<file path="src/rtl/wav_dfi_phy_resp_pkg.sv">
// wav_dfi_phy_resp_pkg: FSM states, phyupd type codes and default handshake timing for the DFI PHY responder
package wav_dfi_phy_resp_pkg;

    typedef enum logic [1:0] {LP_IDLE, LP_WAIT, LP_ACK} lp_state_e;
    typedef enum logic [1:0] {CU_IDLE, CU_WAIT, CU_ACK} cu_state_e;
    typedef enum logic [1:0] {PU_IDLE, PU_REQ, PU_HOLD, PU_DROP} pu_state_e;

    localparam logic [1:0] PHYUPD_TYPE0 = 2'd0;
    localparam logic [1:0] PHYUPD_TYPE1 = 2'd1;
    localparam logic [1:0] PHYUPD_TYPE2 = 2'd2;
    localparam logic [1:0] PHYUPD_TYPE3 = 2'd3;

    typedef struct packed {
        logic [3:0] lp_ack_dly;
        logic [3:0] ctrlupd_ack_dly;
        logic [7:0] init_dly;
        logic [7:0] tphyupd_resp;
        logic [7:0] phyupd_hold;
    } timing_t;

    localparam timing_t DFLT_TIMING = '{
        lp_ack_dly:      4'd4,
        ctrlupd_ack_dly: 4'd2,
        init_dly:        8'd16,
        tphyupd_resp:    8'd32,
        phyupd_hold:     8'd8
    };

    // Countdown preload for a wakeup-derived LP delay of min(wakeup+1, 16) cycles.
    function automatic logic [3:0] lp_wakeup_dly_m1(input logic [5:0] wakeup);
        return (wakeup > 6'd15) ? 4'd15 : wakeup[3:0];
    endfunction

endpackage

</file>
<file path="src/rtl/wav_dfi_lp_hs.sv">
// wav_dfi_lp_hs: one DFI low-power request/acknowledge handshake with a programmable ack delay
module wav_dfi_lp_hs
    import wav_dfi_phy_resp_pkg::*;
(
    input  logic       clock,
    input  logic       reset,
    input  logic       req,
    input  logic       hold_off,
    input  logic [3:0] dly_m1,
    output logic       ack,
    output logic       busy
);

    lp_state_e  state_q, state_d;
    logic [3:0] cnt_q, cnt_d;
    logic       ack_q, ack_d;

    // State, countdown and registered acknowledge.
    always_ff @(posedge clock) begin
        if (reset) begin
            state_q <= LP_IDLE;
            cnt_q   <= '0;
            ack_q   <= 1'b0;
        end else begin
            state_q <= state_d;
            cnt_q   <= cnt_d;
            ack_q   <= ack_d;
        end
    end

    // Accept a request unless held off, count down, abort or release when req falls.
    always_comb begin
        state_d = state_q;
        cnt_d   = cnt_q;
        case (state_q)
            LP_IDLE: if (req && !hold_off) begin
                state_d = LP_WAIT;
                cnt_d   = dly_m1;
            end
            LP_WAIT: if (!req) state_d = LP_IDLE;
                     else if (cnt_q == '0) state_d = LP_ACK;
                     else cnt_d = cnt_q - 4'd1;
            LP_ACK:  if (!req) state_d = LP_IDLE;
            default: state_d = LP_IDLE;
        endcase
    end

    // Ack is high for exactly the cycles spent in ACK.
    always_comb ack_d = (state_d == LP_ACK);

    assign ack  = ack_q;
    assign busy = (state_q != LP_IDLE);

endmodule

</file>
<file path="src/rtl/wav_dfi_phy_responder.sv">
// wav_dfi_phy_responder: PHY-side DFI responder acking lp/ctrlupd/init requests and launching phyupd on command
// Build option: define WAV_DFI_PHY_RESP_WAKEUP_EN to take the LP ack delay from the wakeup code instead of LP_ACK_DLY.
module wav_dfi_phy_responder
    import wav_dfi_phy_resp_pkg::*;
#(
    parameter int LP_ACK_DLY      = int'(DFLT_TIMING.lp_ack_dly),
    parameter int CTRLUPD_ACK_DLY = int'(DFLT_TIMING.ctrlupd_ack_dly),
    parameter int INIT_DLY        = int'(DFLT_TIMING.init_dly),
    parameter int TPHYUPD_RESP    = int'(DFLT_TIMING.tphyupd_resp),
    parameter int PHYUPD_HOLD     = int'(DFLT_TIMING.phyupd_hold)
) (
    input  logic       clock,
    input  logic       reset,
    input  logic       lp_ctrl_req,
    input  logic [5:0] lp_ctrl_wakeup,
    output logic       lp_ctrl_ack,
    input  logic       lp_data_req,
    input  logic [5:0] lp_data_wakeup,
    output logic       lp_data_ack,
    input  logic       ctrlupd_req,
    output logic       ctrlupd_ack,
    output logic       phyupd_req,
    output logic [1:0] phyupd_type,
    input  logic       phyupd_ack,
    input  logic       init_start,
    output logic       init_complete,
    input  logic       phyupd_start,
    input  logic [1:0] phyupd_start_type,
    output logic       busy,
    output logic       err_phyupd_timeout
);

    logic [3:0] lp_ctrl_dly_m1, lp_data_dly_m1;
    logic       lp_ctrl_busy, lp_data_busy;

`ifdef WAV_DFI_PHY_RESP_WAKEUP_EN
    assign lp_ctrl_dly_m1 = lp_wakeup_dly_m1(lp_ctrl_wakeup);
    assign lp_data_dly_m1 = lp_wakeup_dly_m1(lp_data_wakeup);
`else
    logic unused_wakeup;
    assign unused_wakeup  = ^{lp_ctrl_wakeup, lp_data_wakeup};
    assign lp_ctrl_dly_m1 = 4'(LP_ACK_DLY - 1);
    assign lp_data_dly_m1 = 4'(LP_ACK_DLY - 1);
`endif

    wav_dfi_lp_hs u_lp_ctrl (
        .clock    (clock),
        .reset    (reset),
        .req      (lp_ctrl_req),
        .hold_off (init_start),
        .dly_m1   (lp_ctrl_dly_m1),
        .ack      (lp_ctrl_ack),
        .busy     (lp_ctrl_busy)
    );

    wav_dfi_lp_hs u_lp_data (
        .clock    (clock),
        .reset    (reset),
        .req      (lp_data_req),
        .hold_off (init_start),
        .dly_m1   (lp_data_dly_m1),
        .ack      (lp_data_ack),
        .busy     (lp_data_busy)
    );

    cu_state_e  cu_state_q, cu_state_d;
    logic [3:0] cu_cnt_q, cu_cnt_d;
    logic       cu_ack_q, cu_ack_d;

    pu_state_e  pu_state_q, pu_state_d;
    logic [7:0] pu_cnt_q, pu_cnt_d;
    logic       pu_req_q, pu_req_d;
    logic [1:0] pu_type_q, pu_type_d;
    logic       pu_err_q, pu_err_d;
    logic       pu_go;

    logic       init_prev_q, init_prev_d;
    logic       init_run_q, init_run_d;
    logic       init_done_q, init_done_d;
    logic [7:0] init_cnt_q, init_cnt_d;

    // ctrlupd state, countdown and registered acknowledge.
    always_ff @(posedge clock) begin
        if (reset) begin
            cu_state_q <= CU_IDLE;
            cu_cnt_q   <= '0;
            cu_ack_q   <= 1'b0;
        end else begin
            cu_state_q <= cu_state_d;
            cu_cnt_q   <= cu_cnt_d;
            cu_ack_q   <= cu_ack_d;
        end
    end

    // A pending ctrlupd request waits out any phyupd handshake and init before it is taken.
    always_comb begin
        cu_state_d = cu_state_q;
        cu_cnt_d   = cu_cnt_q;
        case (cu_state_q)
            CU_IDLE: if (ctrlupd_req && !init_start && pu_state_q == PU_IDLE) begin
                cu_state_d = CU_WAIT;
                cu_cnt_d   = 4'(CTRLUPD_ACK_DLY - 1);
            end
            CU_WAIT: if (!ctrlupd_req) cu_state_d = CU_IDLE;
                     else if (cu_cnt_q == '0) cu_state_d = CU_ACK;
                     else cu_cnt_d = cu_cnt_q - 4'd1;
            CU_ACK:  if (!ctrlupd_req) cu_state_d = CU_IDLE;
            default: cu_state_d = CU_IDLE;
        endcase
    end

    // Registered ack level; the port is gated by req so it drops in the same cycle req does.
    always_comb cu_ack_d = (cu_state_d == CU_ACK);

    assign ctrlupd_ack = cu_ack_q & ctrlupd_req;

    // phyupd state, shared timeout/hold counter, request, type and sticky error.
    always_ff @(posedge clock) begin
        if (reset) begin
            pu_state_q <= PU_IDLE;
            pu_cnt_q   <= '0;
            pu_req_q   <= 1'b0;
            pu_type_q  <= PHYUPD_TYPE0;
            pu_err_q   <= 1'b0;
        end else begin
            pu_state_q <= pu_state_d;
            pu_cnt_q   <= pu_cnt_d;
            pu_req_q   <= pu_req_d;
            pu_type_q  <= pu_type_d;
            pu_err_q   <= pu_err_d;
        end
    end

    // A launch is only taken while ctrlupd stays idle this cycle, so ctrlupd wins a same-cycle collision.
    always_comb begin
        pu_go      = phyupd_start && !init_start && cu_state_q == CU_IDLE && cu_state_d == CU_IDLE;
        pu_state_d = pu_state_q;
        pu_cnt_d   = pu_cnt_q;
        case (pu_state_q)
            PU_IDLE: if (pu_go) begin
                pu_state_d = PU_REQ;
                pu_cnt_d   = '0;
            end
            PU_REQ:  if (phyupd_ack) begin
                pu_state_d = PU_HOLD;
                pu_cnt_d   = '0;
            end else if (pu_cnt_q == 8'(TPHYUPD_RESP - 1)) pu_state_d = PU_DROP;
            else pu_cnt_d = pu_cnt_q + 8'd1;
            PU_HOLD: if (pu_cnt_q == 8'(PHYUPD_HOLD - 1)) pu_state_d = PU_DROP;
                     else pu_cnt_d = pu_cnt_q + 8'd1;
            PU_DROP: if (!phyupd_ack) pu_state_d = PU_IDLE;
            default: pu_state_d = PU_IDLE;
        endcase
    end

    // Request follows REQ/HOLD; type is latched at launch and held until back in IDLE.
    always_comb begin
        pu_req_d  = (pu_state_d == PU_REQ) || (pu_state_d == PU_HOLD);
        pu_type_d = (pu_state_q == PU_IDLE && pu_state_d == PU_REQ) ? phyupd_start_type :
                    (pu_state_d == PU_IDLE) ? PHYUPD_TYPE0 : pu_type_q;
        pu_err_d  = pu_err_q || (pu_state_q == PU_REQ && pu_state_d == PU_DROP);
    end

    assign phyupd_req         = pu_req_q;
    assign phyupd_type        = pu_type_q;
    assign err_phyupd_timeout = pu_err_q;

    // init edge detector, countdown and completion flag.
    always_ff @(posedge clock) begin
        if (reset) begin
            init_prev_q <= 1'b0;
            init_run_q  <= 1'b0;
            init_done_q <= 1'b0;
            init_cnt_q  <= '0;
        end else begin
            init_prev_q <= init_prev_d;
            init_run_q  <= init_run_d;
            init_done_q <= init_done_d;
            init_cnt_q  <= init_cnt_d;
        end
    end

    // Every rise of init_start restarts the countdown; completion does not depend on init_start staying high.
    always_comb begin
        init_prev_d = init_start;
        init_run_d  = init_run_q;
        init_done_d = init_done_q;
        init_cnt_d  = init_cnt_q;
        if (init_start && !init_prev_q) begin
            init_run_d  = 1'b1;
            init_done_d = 1'b0;
            init_cnt_d  = 8'(INIT_DLY - 1);
        end else if (init_run_q) begin
            if (init_cnt_q == '0) begin
                init_run_d  = 1'b0;
                init_done_d = 1'b1;
            end else begin
                init_cnt_d = init_cnt_q - 8'd1;
            end
        end
    end

    assign init_complete = init_done_q;

    assign busy = lp_ctrl_busy | lp_data_busy | (cu_state_q != CU_IDLE) | (pu_state_q != PU_IDLE);

endmodule

</file>
<file path="config.mk">
export PLATFORM = sky130hd
export DESIGN_NAME = wav_dfi_phy_responder
export DESIGN_NICKNAME = d
export VERILOG_FILES = /design/src/rtl/wav_dfi_phy_resp_pkg.sv /design/src/rtl/wav_dfi_lp_hs.sv /design/src/rtl/wav_dfi_phy_responder.sv
export SDC_FILE = /design/constraint.sdc
export NUM_CORES = 1
export LEC_CHECK = 0
export BUFFER_PORTS_ARGS = -buffer_cell sky130_fd_sc_hd__buf_4
export CAP_MARGIN = 20
export CORE_ASPECT_RATIO = 1.5
export CORE_MARGIN = 2
export CORE_UTILIZATION = 52
export DETAILED_ROUTE_END_ITERATION = 16
export PLACE_DENSITY = 0.81
export SLEW_MARGIN = 20
export SYNTH_ARGS = -nofsm -noshare
export SYNTH_HDL_FRONTEND = slang
export SYNTH_HIERARCHICAL = 1
export SYNTH_SLANG_ARGS = --single-unit
export TNS_END_PERCENT = 1
</file>
<file path="constraint.sdc">
create_clock -name clock -period 2.1 [get_ports clock]
set_clock_uncertainty 0.2 [all_clocks]
set_input_delay 0.42 -clock clock [delete_from_list [all_inputs] [get_ports clock]]
set_output_delay 0.42 -clock clock [all_outputs]
set_load 0.005 [all_outputs]
</file>
---- After elaboration in Yosys (flattened, before gate mapping) ----
Cells that the tools add are included.
operators by class
  add/subtract/negate cells ............... 5
  equality and inequality tests ........... 30
  muxes and demuxes ....................... 46
  bitwise logic cells ..................... 5
  reductions and logical operators ........ 42
operator list
  operator                                               count
  2-to-1 mux 4 bit                                       12
  2-to-1 mux 2 bit                                       19
  2-to-1 mux 8 bit                                       4
  case mux 4 bit (2 select lines)                        3
  case mux 8 bit (3 select lines)                        1
  equality test 2 bit, second input constant             10
  inequality test 2 bit, second input constant           10
  case mux 2 bit (3 select lines)                        3
  nonzero test 2 bit                                     9
  AND reduction 4 bit                                    4
  zero test 2 bit                                        6
  zero test 4 bit                                        3
  subtractor 4 x 1 -> 4 bit, second input constant       3
  equality test 2 x 1 -> 1 bit, second input constant    5
  logical AND 1 bit                                      10
  adder 8 x 1 -> 8 bit, second input constant            1
  equality test 8 x 3 -> 1 bit, second input constant    1
  equality test 8 x 5 -> 1 bit, second input constant    1
  zero test 8 bit                                        1
  case mux 2 bit (4 select lines)                        1
  subtractor 8 x 1 -> 8 bit, second input constant       1
  AND reduction 2 bit                                    3
  inequality test 2 x 1 -> 1 bit, second input constant  2
  2-to-1 mux 1 bit                                       3
  8 further kinds                                        12
word-level totals
  flip-flop bits (word level) ............. 46
  bits of input ports ..................... 22
  output and inout bits ................... 9
  word-level logic and storage cells ...... 147

---- Longest topological paths before layout ----
Gate-level depths: netlist (run 1).
  depth after elaboration ................. 12
  mapped depth ............................ 10
  depth with buffers taken out ............ 10

---- Modules after synthesis ----
Netlist (run 1), hierarchy kept.
by module, submodules not included
  module                 instances  cells an instance  area an instance (µm²)  seq. area each (µm²)
  wav_dfi_phy_responder  1          216                1870.5                  640.6
  wav_dfi_lp_hs          2          41                 377.9                   140.1

---- Worst setup path before layout (run 1) ----
No wires, ideal clock.
  kind .................................... register -> register
  start ................................... reg pu_cnt_q[0]
  end ..................................... reg pu_type_q[0], in the netlist phyupd_type[0]
  setup time .............................. 0.132 ns
  data arrival time ....................... 1.808 ns
  required time ........................... 1.768 ns
  setup slack ............................. -0.040 ns
  stages on the path, launching flop included .. 10
  buffers on the path ..................... 0
  clock period less this slack ............ 2.140 ns
  path through ............................ dfxtp_1 > ha_1 > nand4_1 > o22ai_1 > nand2_1 > a22oi_1 > ha_1 > nand2_1 > nand3b_1 > a21oi_1
on the way
  word-level cells in the longest chain between the ends .. 7
  elaborated cells between the ends (all ways) .. 11
  those cells by class .................... eq/ne (3); mux (5); reduce/logical (3)
RTL lines
  element                                                 RTL line                      text
  from (decl)                                             wav_dfi_phy_responder.sv:71   logic [7:0] pu_cnt_q, pu_cnt_d;
  from (signal assigned)                                  wav_dfi_phy_responder.sv:127  pu_cnt_q <= pu_cnt_d;
  equality test 8 x 5 -> 1 bit                            wav_dfi_phy_responder.sv:147  end else if (pu_cnt_q == 8'(TPHYUPD_RESP - 1)) pu_state_d = PU_DROP;
  2-to-1 mux 2 bit                                        wav_dfi_phy_responder.sv:147
  2-to-1 mux 2 bit                                        wav_dfi_phy_responder.sv:144  PU_REQ: if (phyupd_ack) begin
  case mux 2 bit (4 select lines) *                       wav_dfi_phy_responder.sv:139  case (pu_state_q)
  via pu_state_d[0]                                       wav_dfi_phy_responder.sv:70   pu_state_e pu_state_q, pu_state_d;
  equality test 2 x 1 -> 1 bit                            wav_dfi_phy_responder.sv:159  pu_type_d = (pu_state_q == PU_IDLE && pu_state_d == PU_REQ) ? phyupd_start_type :
  logical AND 1 bit                                       wav_dfi_phy_responder.sv:159
  2-to-1 mux 2 bit or nonzero test 2 bit (tied branches)  --
  to (signal assigned)                                    wav_dfi_phy_responder.sv:129  pu_type_q <= pu_type_d;
  to (decl)                                               wav_dfi_phy_responder.sv:73   logic [1:0] pu_type_q, pu_type_d;
Mark *: on every way through the listed nets, which the timed path passes. The rest lies on a longest branch.
A chain may end at the register's enable or synchronous reset.

---- Worst setup path in the final report (run 1) ----
  start ................................... reg init_cnt_q[0]
  end ..................................... reg init_cnt_q[5]
on the way
  word-level cells in the longest chain between the ends .. 3
  elaborated cells between the ends (all ways) .. 4
  those cells by class .................... add/sub (1); bitwise (1); reduce/logical (2)
RTL lines
  element                                                                            RTL line                      text
  from (decl)                                                                        wav_dfi_phy_responder.sv:80   logic [7:0] init_cnt_q, init_cnt_d;
  from (signal assigned)                                                             wav_dfi_phy_responder.sv:179  init_cnt_q <= init_cnt_d;
  parallel branches: the longest is 3 deep, another holds subtractor 8 x 1 -> 8 bit  --
Several ways; the timed one is not identified.

==> results of run 1 <==
cell families after synthesis:
logic type / after synthesis / share of synthesized area
buf+inv: 27 / 0.0410
fa+ha+maj: 15 / 0.0715
flops: 46 / 0.351
mux: 7 / 0.0286
simple gates: 111 / 0.267
compound gates: 84 / 0.218
other cells: 2 / 0.00286
xor+xnor: 6 / 0.0200
Yosys cell counts, drive strengths merged (6+ instances only):
cell type | number | share of area
nor3b | 6 | 0.017
nand2 | 16 | 0.023
dfxtp | 46 | 0.35
ha | 15 | 0.071
inv | 19 | 0.027
a21oi | 29 | 0.055
nor2b | 7 | 0.017
nor2 | 20 | 0.029
nand2b | 9 | 0.021
nand3 | 7 | 0.013
a221oi | 6 | 0.020
o211ai | 8 | 0.023
o21ai | 10 | 0.023
layer usage:
layer  global-route usage  up-vias  share of wire
li1                     -     1209              -
met1                0.227     1150           0.40
met2                0.404       34           0.55
met3               0.0442       12          0.023
met4                0.106        0          0.024
met5                    0        -              0
worst max-delay path, stage by stage, from the launching register on:
cell	delay (ps)
sky130_fd_sc_hd__dfxtp_1	390
sky130_fd_sc_hd__inv_1	100
sky130_fd_sc_hd__ha_1	200
sky130_fd_sc_hd__or3b_4	280
sky130_fd_sc_hd__o21ai_4	60
sky130_fd_sc_hd__buf_4	160
sky130_fd_sc_hd__or4b_1	460
sky130_fd_sc_hd__a21oi_1	140
layout by cell type, fill, tap and decap left out, drive strengths merged, types with 3 or more instances in the layout:
cell type	synthesis	final
buf	3	49
dfxtp	46	46
a21oi	29	29
nor2	20	20
inv	19	19
nand2	16	16
ha	15	15
conb	2	10
o21ai	10	10
nand2b	9	9
o211ai	8	8
nor2b	7	7
nand3	7	7
a221oi	6	6
nor3b	6	6
clkbuf	5	6
nor4	5	5
xor2	5	5
or4	5	5
a211oi	5	5
nand4	4	4
or3	4	4
a21o	4	4
mux2	4	4
o31ai	4	4
o41ai	4	4
nor3	4	4
and3	3	3
and2b	3	3
mux2i	3	3
nor4b	3	3
and4bb	3	3
cell type report:
| cell class | count | area, um2 |
|---|---|---|
| repair buffers | 49 | 368 |
| clock buffers | 6 | 72.6 |
| fillers | 376 | 1610 |
| clock inverters | 2 | 37.5 |
| multi-input cells | 233 | 1680 |
| inverters | 19 | 71.3 |
| well taps | 66 | 82.6 |
| flip-flops and latches | 46 | 926 |
path summary, 6_finish.rpt:
kind,slack [ps],depth (start not counted),end
min reg2reg,280,2,err_phyupd_timeout$_SDFF_PP0_
max reg2reg,40,7,init_cnt_q[5]$_SDFFE_PP0P_
max,40,7,init_cnt_q[5]$_SDFFE_PP0P_
min,180,3,phyupd_type[1]$_SDFFE_PP0P_
per-stage QoR:
step                power (mW)  hold WS [ps]  instances  setup TNS, ps
finish                    2.45           181        421              0
global route              2.60           177        421           -115
CTS                       2.44           177        421              0
detailed placement        1.76           263        412          -49.8
global placement          1.73           258        412              0
floorplan                 1.50           248        306              0
power by group through the flow:
stage                     sequential (mW)  clock [mW]  combinational (mW)
after floorplan                      1.00           0               0.494
after global placement               1.01           0               0.724
after detailed placement             1.01           0               0.746
after CTS                           0.995       0.684               0.765
after global routing                 1.01       0.719               0.875
final                                1.00       0.669               0.784
registers in the layout, summed over array words and instances (netlist names):
register            cells
init_cnt_q              8
pu_cnt_q                8
cu_cnt_q                4
u_lp_ctrl/cnt_q         4
u_lp_data/cnt_q         4
cu_state_q              2
phyupd_type             2
pu_state_q              2
u_lp_ctrl/state_q       2
u_lp_data/state_q       2
cu_ack_q                1
err_phyupd_timeout      1
init_complete           1
init_prev_q             1
init_run_q              1
phyupd_req              1
u_lp_ctrl/ack           1
u_lp_data/ack           1
what timing repair did:
item	CTS	global route
endpoints found under the setup margin	3	16
gates resized for setup	3	16
pin swaps	1	4
gates cloned	0	0
buffers inserted	1	0
==> flow_results.org, run 1 <==
** Status
- Result of the run :: finished, final reports clean

** Setup path
- In this run the worst path has a maximum fanout of 7.
- In this run the critical register-to-register path is launched from init_cnt_q[0]$_SDFFE_PP0P_.
- The worst setup path is captured at a register.
- Data on the critical path is required at its endpoint by 2140 ps.
- WP data arrival :: between 2000 and 2500 ps
- The worst setup path is launched from a register.
- The most critical setup path has its startpoint at init_cnt_q[0]$_SDFFE_PP0P_.
- The worst setup path is of the register to register kind.

** Synth
- For this run, the number of Yosys warnings is 6.
- Counting flops and latches in the post-synthesis netlist gives 46.
- The netlist uses 58 different library cells.
- Post-Syn Area :: 0.00263 mm2
- Synthesized netlist cell count :: between 200 and 300
- Average cell area after synthesis :: 8.81 um2
- Sequential cell area fraction in the yosys report :: 0.351
- Share of synthesized flip-flops with an asynchronous set or reset :: 0
- Among all flip-flop cells after synthesis, the most frequent one is sky130_fd_sc_hd__dfxtp_1.
- The synthesized design contains 0 enable-type register cells.

** Power and ir drop
- The internal power of the cells totals 1.67 mW.
- Portion of total power attributed to sequential cells :: 0.408
- Net switching share of the total power :: 0.319
- PwrDens :: between 700 and 800 mW/mm2
- The worst-case IR drop observed on VDD is approximately 360 uV.
- In this run the static leakage power is 1.30 nW.
- Portion of total power attributed to combinational logic :: 0.320
- Net Switching :: about 0.78 mW
- Of the total power, the clock network draws 0.273.

** Detailed routing
- The first detailed-routing pass took 4 iterations.
- Detail-routed net length per standard cell :: 13.9 um
- DRT Wirelength :: 5850 um
- Summing over every cut layer, the via total after detailed routing is about 2400.
- The detailed router finished its first iteration with ~100 violations.
- Post-detailed-route count of antenna-violating nets :: 0
- Mean number of vias per cell :: about 5.7
- DRC violation count after routing :: 0

** Floorplan
- In this run the horizontal extent of the chip is 62.0 um.
- Row generation in the floorplan step produced 31 rows.
- The die covers 0.00565 mm2.
- Placeable Area :: slightly below 0.005 mm2
- The die is 91.0 um tall.
- Number of ports placed on the die boundary :: 31
- The initial utilization of the core area, before any placement, comes to 0.542.

** Clock tree
- H-tree level count :: 2
- The tree is rooted in a sky130_fd_sc_hd__clkbuf_8.
- CTS clock-pin slew for the worst setup and hold paths :: roughly 90 ps
- The number of clock buffers added by TritonCTS is 5.
- The clock passes through at most 2 buffers.
- TritonCTS built the clock tree.
- Counting every sink on the clock net gives 46.
- For the worst-skew pair, the clock arrives at the later sink with an insertion delay of a little over 300 ps.
- After clock tree synthesis, the flow added hold-fix buffers numbering 0.

** Job
- Across the run, the number of max-cap violations was 0.

** Finish
- Summing all non-filler instances in the final layout gives an area of 0.00324 mm2.
- Layout-stage area growth over the synthesis result :: 23.3%
- In the final layout, the share of cells above drive strength 1 is 0.262.
- Number of diodes added for antenna fixing :: 0
- Final core utilization :: 0.668
- Final net count :: 391

** Global route
- Summed over all layers, the global routing overflow is 0.
- Initial antenna violation count :: 0
- The first global-routing pass estimated 9830 um of wire.
- The via count of the first global-routing pass was approximately 2400.
- Largest net degree at the start of global routing :: 23
- Total routing resource utilization after global routing :: 0.223

** Worst hold path
- The min-delay analysis places its worst path in the category input pin to register.
- In this run the most critical hold path is launched from phyupd_start_type[1].

** Timing
- Final setup margin :: 38.2 ps
- The number of slew-limit violations in the final report is 0.
- The routed design could run at a clock period as short as 2060 ps.
- Derived from the worst setup path, the maximum achievable clock frequency is 0.485 GHz.
- Setup repair after global routing could not meet its margin everywhere.
- Crit share post-route :: 0.982
- Number of setup violations in the final report :: 0
- Number of hold violations in the final report :: 0

** Placed design
- At the end of routability-driven placement, the weighted congestion stood at around 0.87.
- Detailed placement ended at an HPWL of 4300 um.
- After detailed placement, the total cell area comes to just over 0.003 mm2.
- Post-Place Worst Slack :: -26.5 ps
- In this run the tool buffered the top-level ports with 18 buffer cells.
Note: power is estimated with default switching activity, not from simulation.
==> run 2: changes to the inputs <==
Settings changed: CAP_MARGIN 20 to 15, CORE_UTILIZATION 52 to 54, CTS_BUF_LIST from default to sky130_fd_sc_hd__clkbuf_2 sky130_fd_sc_hd__clkbuf_4 sky130_fd_sc_hd__clkbuf_8, PLACE_DENSITY 0.81 to 0.84.
==> flow_results.org, run 2 (same netlist as run 1, synthesis figures left out) <==
** Status
- The run finished, with violations left.
- The checks that failed: negative setup slack.

** Clock tree
- The tree is rooted in a sky130_fd_sc_hd__clkbuf_8.
- The maximum buffer depth of the clock tree is 2 (unchanged).
- H-tree level count :: 2 (unchanged)
- The number of buffers added to fix hold violations after cts is 0 (unchanged).
- The CTS clock-pin slew for the worst setup and hold paths came to 90 ps (about the same).
- The later-pin clock latency in the skew report came to 310 ps (about the same).
- TritonCTS built the clock tree.
- The number of buffers inserted during clock tree synthesis was 5 (unchanged).
- Number of sinks driven by the clock tree :: 46 (unchanged)

** Finish
- Compared with the post-synthesis result, the final layout area differs by 26.0%.
- Largest registers :: init_cnt_q x8, pu_cnt_q x8
- The fraction of the core area covered by cells at the end of the flow is 0.693 (+0.0253).
- Final net count :: 393 (+0.51%)
- The area used by sequential logic in the layout came to 932 um2 (+0.68%).
- The share of cells above drive strength 1 is 0.286 (+0.0237).
- The count of filler cells inserted in the layout is 382 (+1.6%).
- In the layout the commonest cells are 50 x sky130_fd_sc_hd__buf_4, 39 x sky130_fd_sc_hd__dfxtp_1, 25 x sky130_fd_sc_hd__a21oi_1, 19 x sky130_fd_sc_hd__nor2_1, 17 x sky130_fd_sc_hd__inv_1.
- Leaving out fill and tap cells, the most frequent cell in the layout is sky130_fd_sc_hd__buf_4.
- Number of diodes added for antenna fixing :: 0 (unchanged)
- The area occupied by multi-input gates is 0.00172 mm2 (+2.2%).

** Setup path
- The worst endpoint required time was 1480 ps (-660 ps).
- The arrival time at the worst endpoint was 1520 ps (-580 ps).
- Highest net fanout along the worst path :: 6 (-1)
- Startpoint class of the critical path :: register
- The critical path goes through or2_2 -> nor4_2 -> nand2_1 -> buf_4.
- The minimum setup slack among reg-to-reg paths is -20 ps (-60 ps).
- Critical path endpoint category :: primary output
- The largest stage delay on the critical path is 350 ps (-110 ps).
- Cell with the biggest individual delay on the critical path :: sky130_fd_sc_hd__dfxtp_2
- Worst setup path class :: register to primary output

** Timing
- Crit share post-route :: 1.02 (+0.0362)
- The number of hold violations in the final report was 0 (unchanged).
- Max-slew violation count :: 0 (unchanged)
- The highest clock rate was 0.468 GHz (-3.6%).
- The final setup violation count came to 3 (+3).
- Fin Setup TNS :: -63.5 ps (-63.5 ps)
- Final setup margin :: -37.9 ps (-76.1 ps)
- Unrepaired setup endpoints after global routing :: yes
- The clock period minus worst slack is 2140 ps (+76.1 ps).

** Detailed routing
- The wire length reported by the detailed router was 6510 um (+11%).
- The routed length per instance was 15.4 um (+11%).
- The remaining antenna violation count after routing is 0 (unchanged).
- Mean number of vias per cell :: 5.89 (+3.1%)
- DR pass1 iterations :: 4 (unchanged)
- The number of design-rule violations left by the first detailed-router iteration is 120 (+21%).
- The total via count in the routed design was 2491 (+3.6%).
- The residual DRC count is 0 (unchanged).

** Placed design
- The count of buffers from port buffering came to 18 (unchanged).
- The half-perimeter wire length of the detailed placement result was 4460 um (+3.8%).
- The weighted congestion reported at the end of routability-driven placement is 0.916 (+5.1%).

** Global route
- The residual overflow from global routing was 0 (unchanged).
- Number of global-route vias before repair :: 2323 (-4.1%)
- The number of antenna violations at the first check in global routing is 0 (unchanged).
- Total routing resource utilization after global routing :: 0.242 (+0.0184)
- The first-pass GRT wire length was 9980 um (+1.6%).
- The largest net degree at the start of global routing was 36 (+57%).

** Floorplan
- Floorplan die area :: 0.00545 mm2 (-3.5%)
- Width of the chip :: 60.9 um (-1.7%)
- Placeable Area :: 0.00477 mm2 (-1.6%)
- The height of the die came to 89.4 um (-1.8%).
- The row count is 31 (unchanged).
- Number of ports placed on the die boundary :: 31 (unchanged)
- The starting utilization of the core area is 0.550 (+0.00881).

** Power and ir drop
- Maximum vdd drop :: 406 uV (+14%)
- PwrDens :: 763 mW/mm2 (+0.77%)
- The cell leakage power came to 1.32 nW (+2.0%).

** Worst hold path
- The tightest min-delay check is of the input pin to register type.

** Job
- Max-cap violations :: 0 (unchanged)
## run 2: final timing paths
check	cells after the start	from	endpoint
max	4	u_lp_data/state_q[0]$_SDFF_PP0_	busy
min	3	phyupd_start_type[0]	phyupd_type[0]$_SDFFE_PP0P_
max reg2reg	9	pu_cnt_q[0]$_SDFFE_PP0P_	phyupd_type[1]$_SDFFE_PP0P_
min reg2reg	2	err_phyupd_timeout$_SDFF_PP0_	err_phyupd_timeout$_SDFF_PP0_
## run 2: per-stage QoR
step / std cells / hold slack, ps / total power, mW / worst slack (ps) / cell area, um2
floorplan: 306 / 248 / 1.50 / 25.3 / 2670
global placement: 410 / 254 / 1.73 / -12.7 / 3060
detailed placement: 410 / 270 / 1.76 / -131 / 3060
CTS: 419 / 171 / 2.47 / -15.3 / 3210
global route: 423 / 181 / 2.65 / -141 / 3310
finish: 423 / 173 / 2.53 / -37.9 / 3310
## run 2: timing repair
item	in CTS	in global routing
buffers inserted	1	4
cloned	0	0
pin swaps	2	6
setup endpoints to repair	7	16
gates resized for setup	9	21
## run 2: layer usage
metal	up-vias	track usage	routed length [um]
li1	1211	-	-
met1	1204	0.252	2550
met2	60	0.451	3580
met3	16	0.0405	247
met4	0	0.119	133
met5	-	0	0
## run 2: area by class of cell
type	instances	area share
tap	66	0.0250
clock buffer	6	0.0231
clock inverter	2	0.0113
timing repair buffer	51	0.117
multi-input combinational	233	0.520
sequential	46	0.282
inverter	19	0.0223
## run 2: critical path, delay by kind of cell, from the launching register on
kind	cells	cell delay, ps
simple gates	3	700
flops	1	350
buf+inv	1	150
## run 2: power by group
group          internal (mW)  switching (mW)  total [mW]
clock network          0.368           0.318       0.687
logic                  0.385           0.451       0.836
registers              0.945          0.0580        1.00
total                   1.70           0.828        2.53
==> run 3: changes to the inputs <==
Settings changed: CORE_UTILIZATION 54 to 47, PLACE_DENSITY 0.84 to 0.75.
==> flow_results.org, run 3 (same netlist as run 1, synthesis figures left out) <==
** Global route
- The first-pass GRT wire length was 9580 um (-4.1%).
- The via count of the first global-routing pass was 2253 (-3.0%).
- Total routing resource utilization after global routing :: 0.196 (-0.0458)
- The largest net degree at the start of global routing was 25 (-31%).
- The number of antenna violations at the first check in global routing was 0 (unchanged).
- Global route total overflow :: 0 (unchanged)

** Worst hold path
- The path class of the tightest hold or removal check is input pin to register.
- Startpoint of the tightest hold check path :: reset

** Detailed routing
- The detailed-router iteration count before antenna repair was 4 (unchanged).
- The wire length reported by the detailed router is 5810 um (-11%).
- Post-detailed-route count of antenna-violating nets :: 0 (unchanged)
- The number of design-rule violations left by the first detailed-router iteration is 95 (-21%).
- Detail-routed net length per standard cell :: 13.5 um (-12%)
- The residual DRC count is 0 (unchanged).
- The total via count in the routed design came to 2425 (-2.6%).
- Mean number of vias per cell :: 5.65 (-4.0%)

** Timing
- The highest clock rate is 0.489 GHz (+4.5%).
- Unrepaired setup endpoints after global routing :: yes
- The final setup violation count is 0 (-3).
- The worst hold margin was 181 ps (+8.43 ps).
- Number of hold violations in the final report :: 0 (unchanged)
- Minimum period implied by the final worst setup slack :: 2050 ps (-91.9 ps)
- The smallest setup slack after layout is 54.0 ps (+91.9 ps).
- Max-slew violation count :: 0 (unchanged)
- The fraction of the cycle the final worst path needs was 0.974 (-0.0438).

** Floorplan
- The die outline width was 65.0 um (+6.7%).
- The area of the core region is 0.00545 mm2 (+14%).
- Starting utilization of the core area :: 0.482 (-0.0686)
- Number of cell rows :: 33 (+6.5%)
- The count of pins on the block boundary was 31 (unchanged).
- Floorplan die area :: 0.00621 mm2 (+14%)
- The height of the die came to 95.6 um (+6.9%).

** Finish
- The final net count was 395 (+0.51%).
- The largest registers in the layout are init_cnt_q x8, pu_cnt_q x8.
- The share of cells above drive strength 1 came to 0.262 (-0.0239).
- Leading cell type in the layout, fill and taps excluded :: sky130_fd_sc_hd__buf_4
- Layout-stage area growth over the synthesis result :: 24.6%
- Leaving out fill and tap cells, the most frequent cells in the layout are 53 x sky130_fd_sc_hd__buf_4, 45 x sky130_fd_sc_hd__dfxtp_1, 26 x sky130_fd_sc_hd__a21oi_1, 18 x sky130_fd_sc_hd__nor2_1, 17 x sky130_fd_sc_hd__inv_1.
- The number of diodes added for antenna fixing came to 0 (unchanged).

** Setup path
- The count of buffering cells on the critical path with inverters included was 1 (unchanged).
- In this design, the critical path's most frequently occurring cell is sky130_fd_sc_hd__nand2_1.
- Traced cell by cell, the critical path runs through inv_2 -> ha_1 -> nand2_1 -> and2_4 -> a221oi_2 -> a21oi_2 -> ha_2 -> nand2_1 -> nand3b_1 -> a21oi_1.
- Grouping stages by cell kind, the critical path spends the most delay in compound AO/OA/AOI/OAI gates.
- CP Launch Point :: pu_state_q[0]$_SDFF_PP0_
- Cell with the biggest individual delay on the critical path :: sky130_fd_sc_hd__a221oi_2
- Startpoint of the worst-slack reg-to-reg timing path :: pu_state_q[0]$_SDFF_PP0_
- The arrival time at the worst endpoint was 2080 ps (+560 ps).
- Startpoint class of the critical path :: register
- Critical path endpoint category :: register
- The worst endpoint required time was 2130 ps (+650 ps).
- The critical path is of the register to register type.
- The minimum setup slack among reg-to-reg paths was 50 ps (+70 ps).
- The largest stage delay on the critical path is 360 ps (about the same).
- The maximum fanout along the worst path was 4 (-2).

** Power and ir drop
- The sequential share of power came to 0.402 (+0.005).
- The cell internal power dissipation was 1.71 mW (+0.47%).
- The switching share of power was 0.311 (-0.0169).
- Net Switching :: 0.769 mW (-7.0%)
- The power per cell area is 756 mW/mm2 (-0.90%).
- Pleak :: 1.33 nW (+0.75%)
- Maximum vdd drop :: 403 uV (-0.63%)
- Portion of total power attributed to the clock network :: 0.275 (+0.003)
- Portion of total power attributed to combinational logic :: 0.323 (-0.008)

** Job
- Max-cap violations :: 0 (unchanged)

** Clock tree
- Number of sinks driven by the clock tree :: 46 (unchanged)
- Insertion delay to the later sink of the worst-skew pair :: 300 ps (about the same)
- The number of buffers added to fix hold violations after cts was 0 (unchanged).
- CTS clock-pin slew for the worst setup and hold paths :: 80 ps (about the same)
- Root Buffer :: sky130_fd_sc_hd__clkbuf_8
- The number of buffers inserted during clock tree synthesis came to 5 (unchanged).
- The maximum buffer depth of the clock tree came to 2 (unchanged).
- Clock tree from TritonCTS :: built
- H-tree level count :: 2 (unchanged)

** Placed design
- The minimum setup slack after placement was -52.3 ps (+79.1 ps).
- The half-perimeter wire length of the detailed placement result is 4220 um (-5.4%).
- The count of buffers from port buffering came to 18 (unchanged).
- Placer's final routability congestion estimate :: 0.847 (-7.6%)

** Status
- Result of the run :: finished, final reports clean
## run 3: layer usage
layer  vias up  track usage  part of all wire
li1       1219            -                 -
met1      1159        0.209              0.41
met2        38        0.374              0.54
met3         9       0.0319             0.023
met4         0       0.0851             0.020
met5         -            0                 0
## run 3: cell type report
class                      count  area, um2
clock buffer                   7       83.8
clock inverter                 1       30.0
fill                         477       2180
inverter                      19       71.3
multi-input combinational    233       1680
sequential                    46        922
tap                           70       87.6
timing repair buffer          53        398
## run 3: per-stage QoR
| step | power [mW] | instances | cell area, um2 | util | setup TNS [ps] |
|---|---|---|---|---|---|
| global placement | 1.75 | 419 | 3100 | 0.569 | 0 |
| finish | 2.47 | 429 | 3270 | 0.600 | 0 |
| CTS | 2.46 | 428 | 3230 | 0.593 | -54.1 |
| detailed placement | 1.77 | 419 | 3100 | 0.569 | -105 |
| floorplan | 1.50 | 306 | 2670 | - | 0 |
| global route | 2.64 | 429 | 3270 | 0.600 | -294 |
## run 3: what timing repair did
item / 4_1_cts / 5_1_grt
resized for setup: 1 / 14
setup buffers: 1 / 1
setup endpoints to repair: 3 / 11
pin swaps: 1 / 3
## run 3: worst register-to-register path, stage by stage, from the launching register on
cell and delay [ps]:
sky130_fd_sc_hd__dfxtp_1 350, sky130_fd_sc_hd__inv_2 100, sky130_fd_sc_hd__ha_1 170, sky130_fd_sc_hd__nand2_1 80, sky130_fd_sc_hd__and2_4 150, sky130_fd_sc_hd__a221oi_2 360
sky130_fd_sc_hd__a21oi_2 80, sky130_fd_sc_hd__ha_2 210, sky130_fd_sc_hd__nand2_1 80, sky130_fd_sc_hd__nand3b_1 80, sky130_fd_sc_hd__a21oi_1 130
## run 3: worst paths after layout
path                                     end  cells past startpoint
max reg2reg      phyupd_type[1]$_SDFFE_PP0P_                     10
min reg2reg         cu_cnt_q[3]$_SDFFE_PP0P_                      2
max              phyupd_type[1]$_SDFFE_PP0P_                     10
min          u_lp_data/cnt_q[1]$_SDFFE_PP0P_                      2
## run 3: power groups by stage
stage,Clock [mW],Combinational [mW],Sequential (mW)
5_1_grt,0.743,0.896,1.01
2_1_floorplan,0,0.494,1.00
4_1_cts,0.699,0.770,0.993
3_3_place_gp,0,0.741,1.01
6_report,0.680,0.799,0.996
3_5_place_dp,0,0.759,1.01
